**src/rtl/serial_subtractor_if.sv**
```systemverilog
// Operand/result bundle for the bit-serial subtractor: start request, operands,
// busy/done handshake and the arithmetic flags fed to the status register.
interface serial_subtractor_if #(
  parameter int unsigned WIDTH = 8
) ();
  logic             start;
  logic [WIDTH-1:0] a;
  logic [WIDTH-1:0] b;
  logic             busy;
  logic             done;
  logic [WIDTH-1:0] diff;
  logic             borrow;
  logic             ovf;
  logic             zero;
  logic             neg;

  modport master (
    output start, a, b,
    input  busy, done, diff, borrow, ovf, zero, neg
  );

  modport slave (
    input  start, a, b,
    output busy, done, diff, borrow, ovf, zero, neg
  );
endinterface

```
**src/rtl/serial_subtractor.sv**
```systemverilog
// Bit-serial subtractor: A - B computed LSB first as A + ~B + 1 through one
// full-adder cell with a registered carry; flags latched on the final bit.
module serial_subtractor #(
  parameter int unsigned WIDTH = 8
) (
  input  logic                  clk,
  input  logic                  rst,
  serial_subtractor_if.slave    bus
);
  localparam int unsigned CNT_W = (WIDTH > 2) ? $clog2(WIDTH) : 1;

  typedef enum logic [1:0] {
    IDLE = 2'd0,
    RUN  = 2'd1,
    DONE = 2'd2
  } state_t;

  state_t state;
  state_t state_nxt;

  logic [WIDTH-1:0] a_sh;
  logic [WIDTH-1:0] b_sh;
  logic [WIDTH-2:0] res_sh;
  logic [WIDTH-1:0] res_nxt;
  logic [WIDTH-1:0] diff_q;
  logic [CNT_W-1:0] cnt;
  logic             carry;
  logic             carry_nxt;
  logic             sum_bit;
  logic             nb0;
  logic             a_msb;
  logic             b_msb;
  logic             borrow_q;
  logic             ovf_q;
  logic             zero_q;
  logic             neg_q;
  logic             accept;
  logic             last_bit;

  // Single full-adder cell on the current operand LSBs with B inverted.
  assign nb0       = ~b_sh[0];
  assign sum_bit   = a_sh[0] ^ nb0 ^ carry;
  assign carry_nxt = (a_sh[0] & nb0) | (a_sh[0] & carry) | (nb0 & carry);
  assign res_nxt   = {sum_bit, res_sh};

  assign accept   = (state != RUN) && bus.start;
  assign last_bit = (state == RUN) && (cnt == CNT_W'(WIDTH - 1));

  always_ff @(posedge clk) begin
    if (rst) state <= IDLE;
    else     state <= state_nxt;
  end

  always_comb begin
    state_nxt = state;
    case (state)
      IDLE:    if (bus.start) state_nxt = RUN;
      RUN:     if (last_bit)  state_nxt = DONE;
      DONE:    state_nxt = bus.start ? RUN : IDLE;
      default: state_nxt = IDLE;
    endcase
  end

  always_comb begin
    bus.busy = 1'b0;
    bus.done = 1'b0;
    case (state)
      RUN:     bus.busy = 1'b1;
      DONE:    bus.done = 1'b1;
      default: ;
    endcase
  end

  // Operand shifting and result capture; results hold outside the final bit.
  always_ff @(posedge clk) begin
    if (rst) begin
      a_sh     <= '0;
      b_sh     <= '0;
      res_sh   <= '0;
      cnt      <= '0;
      carry    <= 1'b0;
      a_msb    <= 1'b0;
      b_msb    <= 1'b0;
      diff_q   <= '0;
      borrow_q <= 1'b0;
      ovf_q    <= 1'b0;
      zero_q   <= 1'b0;
      neg_q    <= 1'b0;
    end else if (accept) begin
      a_sh  <= bus.a;
      b_sh  <= bus.b;
      a_msb <= bus.a[WIDTH-1];
      b_msb <= bus.b[WIDTH-1];
      carry <= 1'b1;
      cnt   <= '0;
    end else if (state == RUN) begin
      a_sh   <= a_sh >> 1;
      b_sh   <= b_sh >> 1;
      res_sh <= res_nxt[WIDTH-1:1];
      carry  <= carry_nxt;
      cnt    <= cnt + CNT_W'(1);
      if (last_bit) begin
        diff_q   <= res_nxt;
        borrow_q <= ~carry_nxt;
        ovf_q    <= (a_msb != b_msb) && (sum_bit != a_msb);
        zero_q   <= (res_nxt == '0);
        neg_q    <= sum_bit;
      end
    end
  end

  assign bus.diff   = diff_q;
  assign bus.borrow = borrow_q;
  assign bus.ovf    = ovf_q;
  assign bus.zero   = zero_q;
  assign bus.neg    = neg_q;
endmodule
```
**src/flat_wrapper.sv**
```systemverilog
// flat-port wrapper written by rule: the top's interface ports become plain ports
module serial_subtractor_flat 
#(
  parameter int unsigned WIDTH = 8
)
  (clk, rst, bus_start, bus_a, bus_b, bus_busy, bus_done, bus_diff, bus_borrow, bus_ovf, bus_zero, bus_neg);
  serial_subtractor_if #(.WIDTH(WIDTH)) bus_i ();
  input  logic clk;
  input  logic rst;
  input wire logic [$bits(bus_i.start)-1:0] bus_start;
  input wire logic [$bits(bus_i.a)-1:0] bus_a;
  input wire logic [$bits(bus_i.b)-1:0] bus_b;
  output wire logic [$bits(bus_i.busy)-1:0] bus_busy;
  output wire logic [$bits(bus_i.done)-1:0] bus_done;
  output wire logic [$bits(bus_i.diff)-1:0] bus_diff;
  output wire logic [$bits(bus_i.borrow)-1:0] bus_borrow;
  output wire logic [$bits(bus_i.ovf)-1:0] bus_ovf;
  output wire logic [$bits(bus_i.zero)-1:0] bus_zero;
  output wire logic [$bits(bus_i.neg)-1:0] bus_neg;
  assign bus_i.start = bus_start;
  assign bus_i.a = bus_a;
  assign bus_i.b = bus_b;
  assign bus_busy = bus_i.busy;
  assign bus_done = bus_i.done;
  assign bus_diff = bus_i.diff;
  assign bus_borrow = bus_i.borrow;
  assign bus_ovf = bus_i.ovf;
  assign bus_zero = bus_i.zero;
  assign bus_neg = bus_i.neg;
  serial_subtractor #(.WIDTH(WIDTH)) u_core (.clk(clk), .rst(rst), .bus(bus_i));
endmodule
```
**config.mk**
```make
export PLATFORM = sky130hd
export DESIGN_NAME = serial_subtractor_flat
export DESIGN_NICKNAME = d
export VERILOG_FILES = /design/src/rtl/serial_subtractor_if.sv /design/src/rtl/serial_subtractor.sv /design/src/flat_wrapper.sv
export SDC_FILE = /design/constraint.sdc
export NUM_CORES = 1
export LEC_CHECK = 0
export CORE_MARGIN = 2
export CORE_UTILIZATION = 47
export DETAILED_ROUTE_END_ITERATION = 8
export PLACE_DENSITY = 0.75
export SYNTH_ARGS = -nofsm -noshare
export SYNTH_HDL_FRONTEND = slang
export SYNTH_SLANG_ARGS = --single-unit
```
**constraint.sdc**
```tcl
create_clock -name clk -period 1.4 [get_ports clk]
set_input_delay 0.14 -clock clk [delete_from_list [all_inputs] [get_ports clk]]
set_output_delay 0.14 -clock clk [all_outputs]
set_load 0.1 [all_outputs]
```
Yosys cells after proc, flatten, opt, wreduce, memory -nomap -nowiden
Index checks and enable logic that the tools add are counted.
Widths: inputs -> output; s select.
{ "classes": {"n_bitwise": 10, "reduce_logical": 10, "add_sub_neg": 1, "n_mux": 12, "n_eq_ne": 8} }
{ "ops": {"columns": ["op", "n"], "rows": [
  ["$mux 8", 4],
  ["$logic_not 8->1", 1],
  ["$pmux 2 s3", 1],
  ["$mux 1", 5],
  ["$mux 2", 2],
  ["$ne 2x1->1 const B", 2],
  ["$reduce_and 2->1", 2],
  ["$add 3x1->3 const B", 1],
  ["$and 1x1->1", 3],
  ["$eq 3x3->1 const B", 1],
  ["$logic_and 1x1->1", 3],
  ["$not 1->1", 3],
  ["$reduce_and 3->1", 1],
  ["$eq 2x1->1 const B", 1],
  ["$eq 2x2->1 const B", 1],
  ["$logic_not 2->1", 1],
  ["$ne 1x1->1", 2],
  ["$ne 2x2->1 const B", 1],
  ["$or 1x1->1", 2],
  ["$reduce_bool 2->1", 1],
  ["$reduce_or 2->1", 1],
  ["$xor 1x1->1", 2]
]} }
{ "totals": {"out_inout_bits": 14, "wordCells": 54, "input_bits": 19, "reg_bits": 43} }

Depth between registers and ports, before layout
{ "depth": {"ltp_word": 6, "depth_mapped": 6, "ltp_nobuf": 5} }

Least setup slack after synthesis
Ideal clock, no wire load.
{ "synth_timing": {"path_kind": "flip-flop to output port", "startpoint": "reg u_core.state[1]", "endpoint": "out bus_done", "arrival_ns": 1.677, "path_stages_with_launch": 2, "t_required_ns": 1.260, "n_path_buf": 0, "path_slack_ns": -0.417, "path_cell_list": "dfxtp_1 -> nor2b_1"} }
{ "synth_via": {"elab_chain_len": 2} }
{ "synth_lines": {"columns": ["element", "line", "text"], "rows": [
  ["start: declaration", "serial_subtractor.sv:18", "state_t state;"],
  ["start signal: assignment", "serial_subtractor.sv:51", "else state <= state_nxt;"],
  ["$eq 2x2->1", "serial_subtractor.sv:67", "case (state)"],
  ["$mux 1", "serial_subtractor.sv:67", null],
  ["end: declaration", "flat_wrapper.sv:14", "output wire logic [$bits(bus_i.done)-1:0] bus_done;"]
]} }
No other way between the ends.

Final worst setup path
{ "layout_timing": {"startpoint": "reg u_core.b_sh[0]", "endpoint": "reg u_core.ovf_q, in the netlist u_core.bus.ovf"} }
{ "layout_via": {"elab_chain_len": 5} }
{ "layout_lines": {"columns": ["element", "line", "text"], "rows": [
  ["start: declaration", "serial_subtractor.sv:22", "logic [WIDTH-1:0] b_sh;"],
  ["start signal: assignment", "serial_subtractor.sv:91", "b_sh <= bus.b;"],
  ["start signal: assignment", "serial_subtractor.sv:98", "b_sh <= b_sh >> 1;"],
  ["$not 1->1", "serial_subtractor.sv:41", "assign nb0 = ~b_sh[0];"],
  ["$xor 1x1->1 (2 in series)", "serial_subtractor.sv:42", "assign sum_bit = a_sh[0] ^ nb0 ^ carry;"],
  ["via u_core.sum_bit", "serial_subtractor.sv:29", "logic sum_bit;"],
  ["$ne 1x1->1", "serial_subtractor.sv:105", "ovf_q <= (a_msb != b_msb) && (sum_bit != a_msb);"],
  ["$logic_and 1x1->1", "serial_subtractor.sv:105", null],
  ["end signal: assignment", "serial_subtractor.sv:105", null],
  ["end: declaration", "serial_subtractor.sv:34", "logic ovf_q;"]
]} }
The timed path passes the listed nets, and every way through them passes these cells.
A chain may end at the register's enable or synchronous reset.

==> results.json <==
{
  "fin_cells": 276,
  "critPathLaunchType": "flop",
  "synth_commonest_cells": "42 x dfxtp_1, 27 x nand2_1, 20 x nor2_1",
  "path_class": "flop to flop",
  "multi_input_area_sq_um": 933,
  "area_growth_pct": 34.5,
  "ir_drop_mv": 0.701,
  "yosysWarningCount": 0,
  "tritoncts": "done",
  "syn_avg_cell_area_sq_um": 9.76,
  "synthesis.nets": 214,
  "period_needed_ps": 1420,
  "slew_headroom": 0.841,
  "synth-edff-count": 0,
  "violations": "negative setup slack",
  "ys_ff_latch": 42,
  "syn_area_sq_um": 1870,
  "port_buffers": 32,
  "synthFlopType": "dfxtp_1",
  "start_util": 0.501,
  "finClkSkew_ps": 5.68,
  "hold_buffers": 0,
  "grt_overflow": 0,
  "power_density_nw_per_um2": 961,
  "ctsLongestPathBuffers": 2,
  "viasPerCell": 5.35,
  "cts_buffers": 5,
  "clkTransAtPathRegs_ps": 70,
  "status": "complete, but fails checks",
  "p_leak_nw": 0.940,
  "worstMarginPinSlew_ps": 238,
  "cp-end-kind": "flop",
  "nets": 250,
  "max-cap-violations": 0,
  "cp_max_fo": 3,
  "setup_violations": 1,
  "row_count": 22,
  "drt_wl_total_microns": 3560,
  "diodes": 0,
  "hold_path.class": "input port to flop",
  "place_inst": 262,
  "clk_latency_ps": 290,
  "critPathRequiredTime_ps": 1620,
  "finalWeightedCongestion": 0.793,
  "finalHoldViolCount": 0,
  "drc": 0,
  "yosysMostFrequentCell": "dfxtp_1",
  "grt.total_usage": 0.170,
  "antenna_found_initial": 0,
  "grt_max_degree": 43,
  "drtPass1Iterations": 4,
  "drt-initial-drc-count": 76,
  "dieHeight_microns": 67.2,
  "htreeDepth": 2,
  "postLayoutCoreUtil": 0.673,
  "grt_pass1_wl_microns": 5710,
  "async_flop_share": 0,
  "yosysTopAreaCellShare": 0.449,
  "ant_nets": 0,
  "cts_root_buf": "clkbuf_8",
  "fillers": 305,
  "post-route-period-util": 1.01,
  "numClockSinks": 42,
  "rsz0062_at_grt": "yes",
  "die_area_sq_um": 4510,
  "io_pins": 33,
  "post_drt_wl_per_cell_microns": 12.9,
  "grt_pass1_vias": 1270,
  "slew_violations": 0,
  "synth.distinct_cells": 30,
  "synthTopCellsByArea": "dfxtp_1 45%, a211oi_2 9.3%, mux2i_1 8.5%, nand2_1 5.4%, a21oi_1 4.0%",
  "register_area_sq_um": 846,
  "die_x_microns": 67.2,
  "seq_area_frac_synth": 0.449,
  "num_vias": 1476,
  "setup_ws_ps": -19.8,
  "drive_gt1_frac": 0.346,
  "hpwl_microns": 2350,
  "core-area_sq_um": 3740,
  "synth_cells": 192,
  "max_freq_mhz": 704,
  "critical_path_arrival_ps": 1640,
  "synth_top_area_cell": "dfxtp_1"
}
[cell usage in the layout, fill, tap and decap left out, types with 8 or more instances in the layout]
master	instances
a21oi_2	8
nand2_1	27
mux2i_1	16
buf_12	17
a21oi_1	14
clkdlybuf4s50_1	17
a211oi_2	15
buf_4	8
nor2_1	20
dfxtp_1	38
[final timing paths]
check                                       from  slack (ps)            endpoint  depth (start not counted)
worst min-delay path                         rst         290       u_core.cnt[1]                          3
worst max-delay path              u_core.b_sh[0]         -20      u_core.bus.ovf                          5
worst min register to register  u_core.res_sh[0]         480  u_core.bus.diff[0]                          2
worst max register to register    u_core.b_sh[0]         -20      u_core.bus.ovf                          5
[critical path, stage by stage, from the launching register on]
cell      delay [ps]
dfxtp_2          340
inv_2             40
fa_2             600
buf_6            110
nand3b_1          90
a211oi_2         170
[flip-flops by register name, summed over array words and instances (netlist names)]
| register | flops |
|---|---|
| u_core.a_msb | 1 |
| u_core.a_sh | 8 |
| u_core.b_msb | 1 |
| u_core.b_sh | 8 |
| u_core.bus.borrow | 1 |
| u_core.bus.diff | 8 |
| u_core.bus.ovf | 1 |
| u_core.bus.zero | 1 |
| u_core.carry | 1 |
| u_core.cnt | 3 |
| u_core.res_sh | 7 |
| u_core.state | 2 |
[power breakdown]
part | switching, mW | total (mW) | leakage [nW] | internal [mW]
logic | 0.207 | 0.413 | 0.557 | 0.206
clock network | 0.372 | 0.715 | 0.0383 | 0.343
registers | 0.0401 | 1.30 | 0.345 | 1.26
total | 0.619 | 2.42 | 0.940 | 1.80
[logic make-up after synthesis]
| group | Yosys count | synth area share |
|---|---|---|
| compound gates | 41 | 0.184 |
| fa+ha+maj | 3 | 0.0240 |
| buf+inv | 19 | 0.0794 |
| flops | 42 | 0.449 |
| mux | 16 | 0.0854 |
| simple gates | 71 | 0.178 |
[per-stage QoR]
step / setup WS [ps] / power (mW) / hold WS, ps / setup TNS, ps / instance area (sq um)
after floorplan: 4.01 / 1.60 / 288 / 0 / 1880
after global placement: -17.4 / 1.69 / 463 / -17.4 / 2350
after detailed placement: -90.9 / 1.70 / 467 / -175 / 2350
after CTS: -5.02 / 2.42 / 285 / -5.02 / 2440
after global routing: -85.0 / 2.55 / 298 / -85.0 / 2520
final: -19.8 / 2.42 / 288 / -19.8 / 2520
[area by class of cell]
class                      count  share of cell area
inverter                       3             0.00744
multi-input combinational    132               0.370
sequential                    42               0.335
timing repair buffer          44               0.233
tap                           48              0.0238
clock buffer                   7              0.0303
[timing repair]
action                                  4_1_cts  5_1_grt
cloned                                        0        1
endpoints found under the setup margin        5       11
resized for setup                             4       11
setup buffers                                 1        5
pin swaps                                     2        3
[metal layers]
metal / up-vias / GRT usage / wire (microns)
met1: 692 / 0.219 / 1620
met2: 40 / 0.266 / 1700
met3: 4 / 0.0550 / 188
met4: 0 / 0.0612 / 49
li1: 740 / - / -
met5: - / 0 / 0
(Power assumes the default switching activity.)
